**config.mk**
```make
export PLATFORM = sky130hd
export DESIGN_NAME = int_ctrl
export DESIGN_NICKNAME = d
export VERILOG_FILES = /design/src/rtl/int_ctrl_pkg.sv /design/src/rtl/int_evt_sync.sv /design/src/rtl/int_ctrl.sv
export SDC_FILE = /design/constraint.sdc
export NUM_CORES = 1
export LEC_CHECK = 0
export CAP_MARGIN = 40
export CORE_UTILIZATION = 50
export DETAILED_ROUTE_END_ITERATION = 8
export GPL_ROUTABILITY_DRIVEN = 0
export PLACE_DENSITY = 0.75
export SLEW_MARGIN = 20
export SYNTH_ARGS = -nofsm -noshare
export SYNTH_HDL_FRONTEND = slang
export SYNTH_HIERARCHICAL = 1
export SYNTH_SLANG_ARGS = --single-unit
export TNS_END_PERCENT = 20
```
**constraint.sdc**
```tcl
create_clock -name clk_i -period 4.9 [get_ports clk_i]
set_input_delay 0.735 -clock clk_i [delete_from_list [all_inputs] [get_ports clk_i]]
set_output_delay 0.735 -clock clk_i [all_outputs]
set_load 0.1 [all_outputs]
```
**src/rtl/int_ctrl_pkg.sv**
```systemverilog
// rtl/int_ctrl_pkg.sv - register offsets, limits and FSM encoding for int_ctrl
package int_ctrl_pkg;

  // Register offsets relative to BASE_ADDR
  localparam logic [15:0] OFF_STATUS  = 16'd0;
  localparam logic [15:0] OFF_MASK    = 16'd1;
  localparam logic [15:0] OFF_EDGE    = 16'd2;
  localparam logic [15:0] OFF_CFG     = 16'd3;
  localparam logic [15:0] OFF_RAW     = 16'd4;
  localparam logic [15:0] OFF_COUNT   = 16'd5;
  localparam logic [15:0] WINDOW_SIZE = 16'd6;

  localparam logic [15:0] COUNT_MAX   = 16'hFFFF;

  // Pulse-mode output sequencer states
  typedef enum logic [1:0] {
    ST_IDLE  = 2'd0,
    ST_PULSE = 2'd1,
    ST_GAP   = 2'd2
  } intState_t;

endpackage

```
**src/rtl/int_evt_sync.sv**
```systemverilog
// rtl/int_evt_sync.sv - single-bit event synchronizer with rising-edge detect
//  clk_i     in   system clock (sysClk)
//  reset_i   in   synchronous active-high reset
//  evtAsync  in   asynchronous event input
//  evtLevel  out  synchronized level (second sync flop)
//  evtRise   out  one-cycle pulse on a synchronized 0->1 transition
module int_evt_sync (
  input  logic clk_i,
  input  logic reset_i,
  input  logic evtAsync,
  output logic evtLevel,
  output logic evtRise
);

  logic syncA;
  logic syncB;
  logic prevB;

  always_ff @(posedge clk_i) begin
    if (reset_i) begin
      syncA <= 1'b0;
      syncB <= 1'b0;
      prevB <= 1'b0;
    end else begin
      syncA <= evtAsync;
      syncB <= syncA;
      prevB <= syncB;
    end
  end

  assign evtLevel = syncB;
  assign evtRise  = syncB & ~prevB;

endmodule

```
**src/rtl/int_ctrl.sv**
```systemverilog
// rtl/int_ctrl.sv - interrupt controller: W1C status, mask, level/pulse host interrupt
//  clk_i           in   system clock (sysClk)
//  reset_i         in   synchronous active-high reset
//  set_wr_en/addr/data   register write strobe, address, data
//  set_rd_en/addr        register read strobe, address
//  set_rd_data     out  registered read data, held until next read strobe
//  set_rd_data_en  out  1 while set_rd_data belongs to this block
//  evt_i           in   asynchronous event inputs
//  fpga_int_out    out  interrupt to host (polarity from INT_ACT_HI)
//  t_out           out  debug, 1 while the pulse FSM is not idle
module int_ctrl
  import int_ctrl_pkg::*;
#(
  parameter int          N_EVT      = 8,
  parameter logic [15:0] BASE_ADDR  = 16'h0100,
  parameter bit          INT_ACT_HI = 1'b1
) (
  input  logic             clk_i,
  input  logic             reset_i,
  input  logic             set_wr_en,
  input  logic [15:0]      set_wr_addr,
  input  logic [15:0]      set_wr_data,
  input  logic             set_rd_en,
  input  logic [15:0]      set_rd_addr,
  output logic [15:0]      set_rd_data,
  output logic             set_rd_data_en,
  input  logic [N_EVT-1:0] evt_i,
  output logic             fpga_int_out,
  output logic             t_out
);

  logic [N_EVT-1:0] evtLevel;
  logic [N_EVT-1:0] evtRise;

  for (genvar g = 0; g < N_EVT; g++) begin : gEvtSync
    int_evt_sync uSync (
      .clk_i    (clk_i),
      .reset_i  (reset_i),
      .evtAsync (evt_i[g]),
      .evtLevel (evtLevel[g]),
      .evtRise  (evtRise[g])
    );
  end

  logic [N_EVT-1:0] statusReg;
  logic [N_EVT-1:0] maskReg;
  logic [N_EVT-1:0] edgeReg;
  logic             cfgEn;
  logic             cfgMode;
  logic [7:0]       pulseLen;
  logic [15:0]      countReg;
  logic [15:0]      rdDataReg;
  logic             rdDataEnReg;
  logic             levelInt;

  intState_t        state;
  intState_t        nextState;
  logic [7:0]       cnt;
  logic [7:0]       nextCnt;
  logic             retrig;
  logic             nextRetrig;

  // Address decode (offset subtraction wraps, so addresses below the base fall outside)
  logic [15:0] wrOff;
  logic [15:0] rdOff;
  logic        wrStatus, wrMask, wrEdge, wrCfg, wrCount;
  logic        rdHit;

  assign wrOff    = set_wr_addr - BASE_ADDR;
  assign rdOff    = set_rd_addr - BASE_ADDR;
  assign wrStatus = set_wr_en && (wrOff == OFF_STATUS);
  assign wrMask   = set_wr_en && (wrOff == OFF_MASK);
  assign wrEdge   = set_wr_en && (wrOff == OFF_EDGE);
  assign wrCfg    = set_wr_en && (wrOff == OFF_CFG);
  assign wrCount  = set_wr_en && (wrOff == OFF_COUNT);
  assign rdHit    = rdOff < WINDOW_SIZE;

  logic [N_EVT-1:0] w1c;
  logic [N_EVT-1:0] setV;
  logic             pend;
  logic             newPend;
  logic             cfgKill;
  logic [7:0]       loadLen;

  assign w1c     = wrStatus ? set_wr_data[N_EVT-1:0] : '0;
  assign setV    = (edgeReg & evtRise) | (~edgeReg & evtLevel);
  assign pend    = (|(statusReg & maskReg)) & cfgEn;
  assign newPend = (|(setV & maskReg)) & cfgEn;
  // A CFG write that changes mode or drops enable aborts any pulse in flight
  assign cfgKill = wrCfg && ((set_wr_data[1] != cfgMode) || !set_wr_data[0]);
  assign loadLen = (pulseLen == 8'd0) ? 8'd0 : pulseLen - 8'd1;

  always_ff @(posedge clk_i) begin
    if (reset_i) begin
      statusReg <= '0;
      maskReg   <= '0;
      edgeReg   <= '0;
      cfgEn     <= 1'b0;
      cfgMode   <= 1'b0;
      pulseLen  <= 8'd0;
      countReg  <= 16'd0;
      levelInt  <= 1'b0;
    end else begin
      // New set is OR'd after the clear so it wins over W1C on the same bit
      statusReg <= (statusReg & ~w1c) | setV;
      if (wrMask) maskReg <= set_wr_data[N_EVT-1:0];
      if (wrEdge) edgeReg <= set_wr_data[N_EVT-1:0];
      if (wrCfg) begin
        cfgEn    <= set_wr_data[0];
        cfgMode  <= set_wr_data[1];
        pulseLen <= set_wr_data[15:8];
      end
      if (wrCount) begin
        countReg <= 16'd0;
      end else if (newPend && (countReg != COUNT_MAX)) begin
        countReg <= countReg + 16'd1;
      end
      levelInt <= pend & ~cfgKill;
    end
  end

  // Read path: sampled before this cycle's write takes effect
  logic [15:0] rdValue;

  always_comb begin
    rdValue = 16'd0;
    case (rdOff)
      OFF_STATUS: rdValue = 16'(statusReg);
      OFF_MASK:   rdValue = 16'(maskReg);
      OFF_EDGE:   rdValue = 16'(edgeReg);
      OFF_CFG:    rdValue = {pulseLen, 6'd0, cfgMode, cfgEn};
      OFF_RAW:    rdValue = 16'(evtLevel);
      OFF_COUNT:  rdValue = countReg;
      default:    rdValue = 16'd0;
    endcase
  end

  always_ff @(posedge clk_i) begin
    if (reset_i) begin
      rdDataReg   <= 16'd0;
      rdDataEnReg <= 1'b0;
    end else if (set_rd_en) begin
      rdDataReg   <= rdHit ? rdValue : 16'd0;
      rdDataEnReg <= rdHit;
    end
  end

  assign set_rd_data    = rdDataReg;
  assign set_rd_data_en = rdDataEnReg;

  // Pulse-mode FSM
  always_ff @(posedge clk_i) begin
    if (reset_i) begin
      state  <= ST_IDLE;
      cnt    <= 8'd0;
      retrig <= 1'b0;
    end else begin
      state  <= nextState;
      cnt    <= nextCnt;
      retrig <= nextRetrig;
    end
  end

  always_comb begin
    nextState  = state;
    nextCnt    = cnt;
    nextRetrig = retrig;
    case (state)
      ST_IDLE: begin
        if (newPend) begin
          nextState = ST_PULSE;
          nextCnt   = loadLen;
        end
      end
      ST_PULSE: begin
        if (newPend) nextRetrig = 1'b1;
        if (cnt == 8'd0) nextState = ST_GAP;
        else             nextCnt   = cnt - 8'd1;
      end
      ST_GAP: begin
        if (retrig || newPend) begin
          nextState  = ST_PULSE;
          nextRetrig = 1'b0;
          nextCnt    = loadLen;
        end else begin
          nextState = ST_IDLE;
        end
      end
      default: nextState = ST_IDLE;
    endcase
    // Level mode keeps the FSM parked
    if (!cfgMode || cfgKill) begin
      nextState  = ST_IDLE;
      nextRetrig = 1'b0;
      nextCnt    = 8'd0;
    end
  end

  logic intActive;

  assign intActive    = cfgMode ? (state == ST_PULSE) : levelInt;
  assign fpga_int_out = INT_ACT_HI ? intActive : ~intActive;
  assign t_out        = (state != ST_IDLE);

endmodule

```
==> results by group <==
Finish
  – Fraction of layout instances using a drive strength above 1: 11.8%
  – P&R area growth vs syn: 29.1%
  – Cell area after layout: 6240 um2
  – Most common cell after layout, fill and taps aside: dfxtp_1
  – Final design utilization: 67.3%
  – Antenna diode instance count: 0
  – Top library cells by usage in the layout, fill and taps aside: 103 x dfxtp_1, 77 x clkdlybuf4s50_1, 58 x nor2_1
  – Fin nets: 697

Die
  – Die Wd: 100 um
  – Die extent in y: 100 um
  – Initial standard-cell utilization of the core: 52.1%
  – Io pins: 79
  – Die area: 10100 um2
  – Core region area: 9280 um2
  – Cell Rows: 35

Yosys
  – Main combinational cell family by area after synthesis: simple AND/OR/NAND/NOR gates
  – Synth warn: 6
  – Sequential share of the synthesized area: 42.7%
  – Cell Area, Synth: 4830 um2
  – Most common flop cell mapped by yosys: dfxtp_1
  – Post-synthesis sequential element count: 103
  – Synth Area per Inst: 8.97 um2
  – Cell types with the largest area share after synthesis: dfxtp_1 43%, nor2_1 4.5%, mux2i_1 4.3%
  – Ys async rst share: 0%
  – Post-synthesis xor/xnor area fraction: 3.26%
  – Multiplexer area fraction after synthesis: 6.91%
  – Cell type with the largest total area after synthesis: dfxtp_1
  – Post-synth EDFFs: 0
  – Net count after synthesis: 603
  – Distinct cell type count of the synthesized netlist: 63
  – Post-synthesis compound-gate area fraction: 17.6%
  – Gate count of the mapped netlist: 539
  – Share of the synthesized area in the top cell type: 42.7%
  – Synth Area in Simple Gates: 25.1%
  – Adder-Cell Fraction of Synth Area: 1.04%

STA
  – Final Slew Violations: 0
  – Worst setup skew after layout: 11.1 ps
  – Remaining max-slew budget at the tightest pin: 51.6%
  – Post-Route Setup TNS: 0 ps
  – Actual slew at the worst max-slew pin: 720 ps
  – Worst Hold Margin: 450 ps
  – RSZ-0062 raised after global routing: false
  – Final setup fails: 0
  – Min cycle time layout: 2940 ps
  – Crit share post-route: 60.0%
  – Maximum clock rate: 0.340 GHz
  – Hold Violations, Final: 0

Critical path
  – Sum of buffers and inverters on the critical path: 3
  – Biggest cell delay along the critical path: 520 ps
  – Data arrival, critical path: 2210 ps
  – Critical path capture point type: output pin
  – CP max stage cell: clkdlybuf4s50_1
  – Path depth of the worst reg2reg path: 9
  – Category of cells accounting for the largest share of critical-path delay: buffers and inverters
  – Ordered list of cells on the worst path: inv_1 -> nor2_1 -> mux2_2 -> clkdlybuf4s50_1 -> buf_8
  – Crit Path Category: flop to output pin
  – Reg-to-reg setup timing slack: 2580 ps
  – Critical path fanouts, max: 5
  – WP data required: 4160 ps
  – Number of stages on the worst setup path: 5
  – Critical path launch point type: flop

Routing
  – Vias per inst: 5.65
  – DRT Pass-1 Iters: 5
  – Iter 0 DRT Violations: 203
  – Via count: 4337
  – Detail-routed net length per standard cell: 16.5 um
  – Total routed wirelength: 12.7 mm
  – ANT nets after route: 0
  – Remaining routing DRC violations: 0

Clock network
  – Setup Fix Bufs, Post-CTS: 0
  – CTS Buf Count: 9
  – Clock sinks: 103
  – Clock transition at path regs: 110 ps
  – Longest Clk Path Bufs: 2
  – Hold Buf Count CTS: 0
  – H-tree depth reported by CTS: 3
  – Root Buffer: clkbuf_8
  – Clock network latency to the later pin of the worst-skew pair: 390 ps
  – Clock tree from TritonCTS: built
  – PostCTS Resize Cnt: 0

Power
  – IR Drop Worst-Case VDD: 0.000194 V
  – Total leakage power: 2.23 nW
  – Cell Pwr Density: 241 nW/um2
  – Design Power: 1.51 mW

Global route
  – GRT overflow: 0
  – Maximum number of pins on one net before global-route repair: 37
  – Global-route wire length before repair: 20.8 mm
  – Tot GR Track Use: 26.5%
  – Number of antenna violations at the first check in global routing: 0
  – Number of global-route vias before repair: 4172

Place
  – DP Wirelength: 9.63 mm
  – Port-buffer cells: 78
  – Placed inst area: 6030 um2

Run
  – Max Cap Violations: 0

Hold path
  – Worst Hold Depth: 1
  – Class of the worst hold path: flop to flop

Run status
  – Result of the run: completed
final cells by class:
class	count	area [um2]
sequential	103	2060
clock buffer	9	124
multi-input combinational	395	2620
timing repair buffer	105	1120
tap	129	161
clock inverter	7	86.3
fill	760	3040
inverter	19	71.3
synth_stat cells, types with 3 or more instances:
cell	instances
o21ai_0	6
or2_2	3
and2_1	9
o22ai_1	5
inv_1	18
nor2b_2	8
xor2_1	13
a22oi_1	17
a21oi_1	24
or4_1	3
nand2b_1	3
nand4_1	10
o2bb2ai_1	5
nor3_1	4
buf_2	6
a22o_1	6
or3_1	5
o31ai_1	4
o21ai_1	7
a211oi_1	3
a221o_1	7
xnor2_1	5
clkbuf_1	14
o311ai_0	3
nand2_1	46
nor2_1	58
mux2_2	11
o21a_1	17
nor4_1	10
nand3_1	13
ha_1	4
a2bb2oi_1	3
nor2b_1	26
nor4b_1	3
dfxtp_1	103
mux2i_1	21
a31oi_1	3
through the flow:
stage / std cells / setup WS [ps]
after CTS: 767 / 1970
after detailed placement: 751 / 1770
final: 767 / 1960
after global placement: 728 / 1740
after global routing: 767 / 1850
after floorplan: 539 / 2380
per-layer routing:
| layer | global-route usage [%] | vias to the layer above | wire length [um] |
|---|---|---|---|
| met4 | 10.1 | 0 | 257 |
| met5 | 0 | - | 0 |
| li1 | - | 2120 | - |
| met2 | 45.2 | 144 | 6260 |
| met1 | 33.0 | 2049 | 5440 |
| met3 | 5.29 | 24 | 723 |
worst reg2reg max path: stages (launching register included):
cell      delay (ps)
dfxtp_1          370
nor2b_2          160
mux2_2           290
a22oi_1          230
nand4_1          150
buf_4            210
a21boi_1         320
buf_4            250
mux2i_1          190
nor2_1            50
registers in the layout (all words and copies together), names as in the netlist:
signal                   flops
gEvtSync.uSync/evtLevel      8
maskReg                      8
statusReg                    8
cnt                          8
cfgEn                        1
edgeReg                      8
state                        2
countReg                    16
pulseLen                     8
set_rd_data_en               1
gEvtSync.uSync/syncA         8
cfgMode                      1
retrig                       1
set_rd_data                 16
levelInt                     1
gEvtSync.uSync/prevB         8
where the power goes:
| part | internal [mW] | total (mW) | switching [mW] |
|---|---|---|---|
| registers | 0.848 | 0.855 | 0.00717 |
| logic | 0.0598 | 0.100 | 0.0406 |
| clock network | 0.207 | 0.552 | 0.345 |
| total | 1.11 | 1.51 | 0.393 |
final timing paths:
| check | start | to |
|---|---|---|
| max | state[0]$_SDFFE_PP0P_ | fpga_int_out |
| min | gEvtSync[6].uSync/syncA$_SDFF_PP0_ | gEvtSync[6].uSync/evtLevel$_SDFF_PP0_ |
| max reg2reg | gEvtSync[1].uSync/evtLevel$_SDFF_PP0_ | cnt[5]$_SDFFE_PP0P_ |
| min reg2reg | gEvtSync[6].uSync/syncA$_SDFF_PP0_ | gEvtSync[6].uSync/evtLevel$_SDFF_PP0_ |
kinds of logic after synthesis:
| family | Yosys count |
|---|---|
| AOI/OAI and AO/OA | 121 |
| xor gates and xnor gates | 18 |
| adders and majority gates | 4 |
| buffers and inverters | 41 |
| DFF | 103 |
| muxes | 32 |
| and+or+nand+nor | 220 |
(Power assumes the default switching activity.)
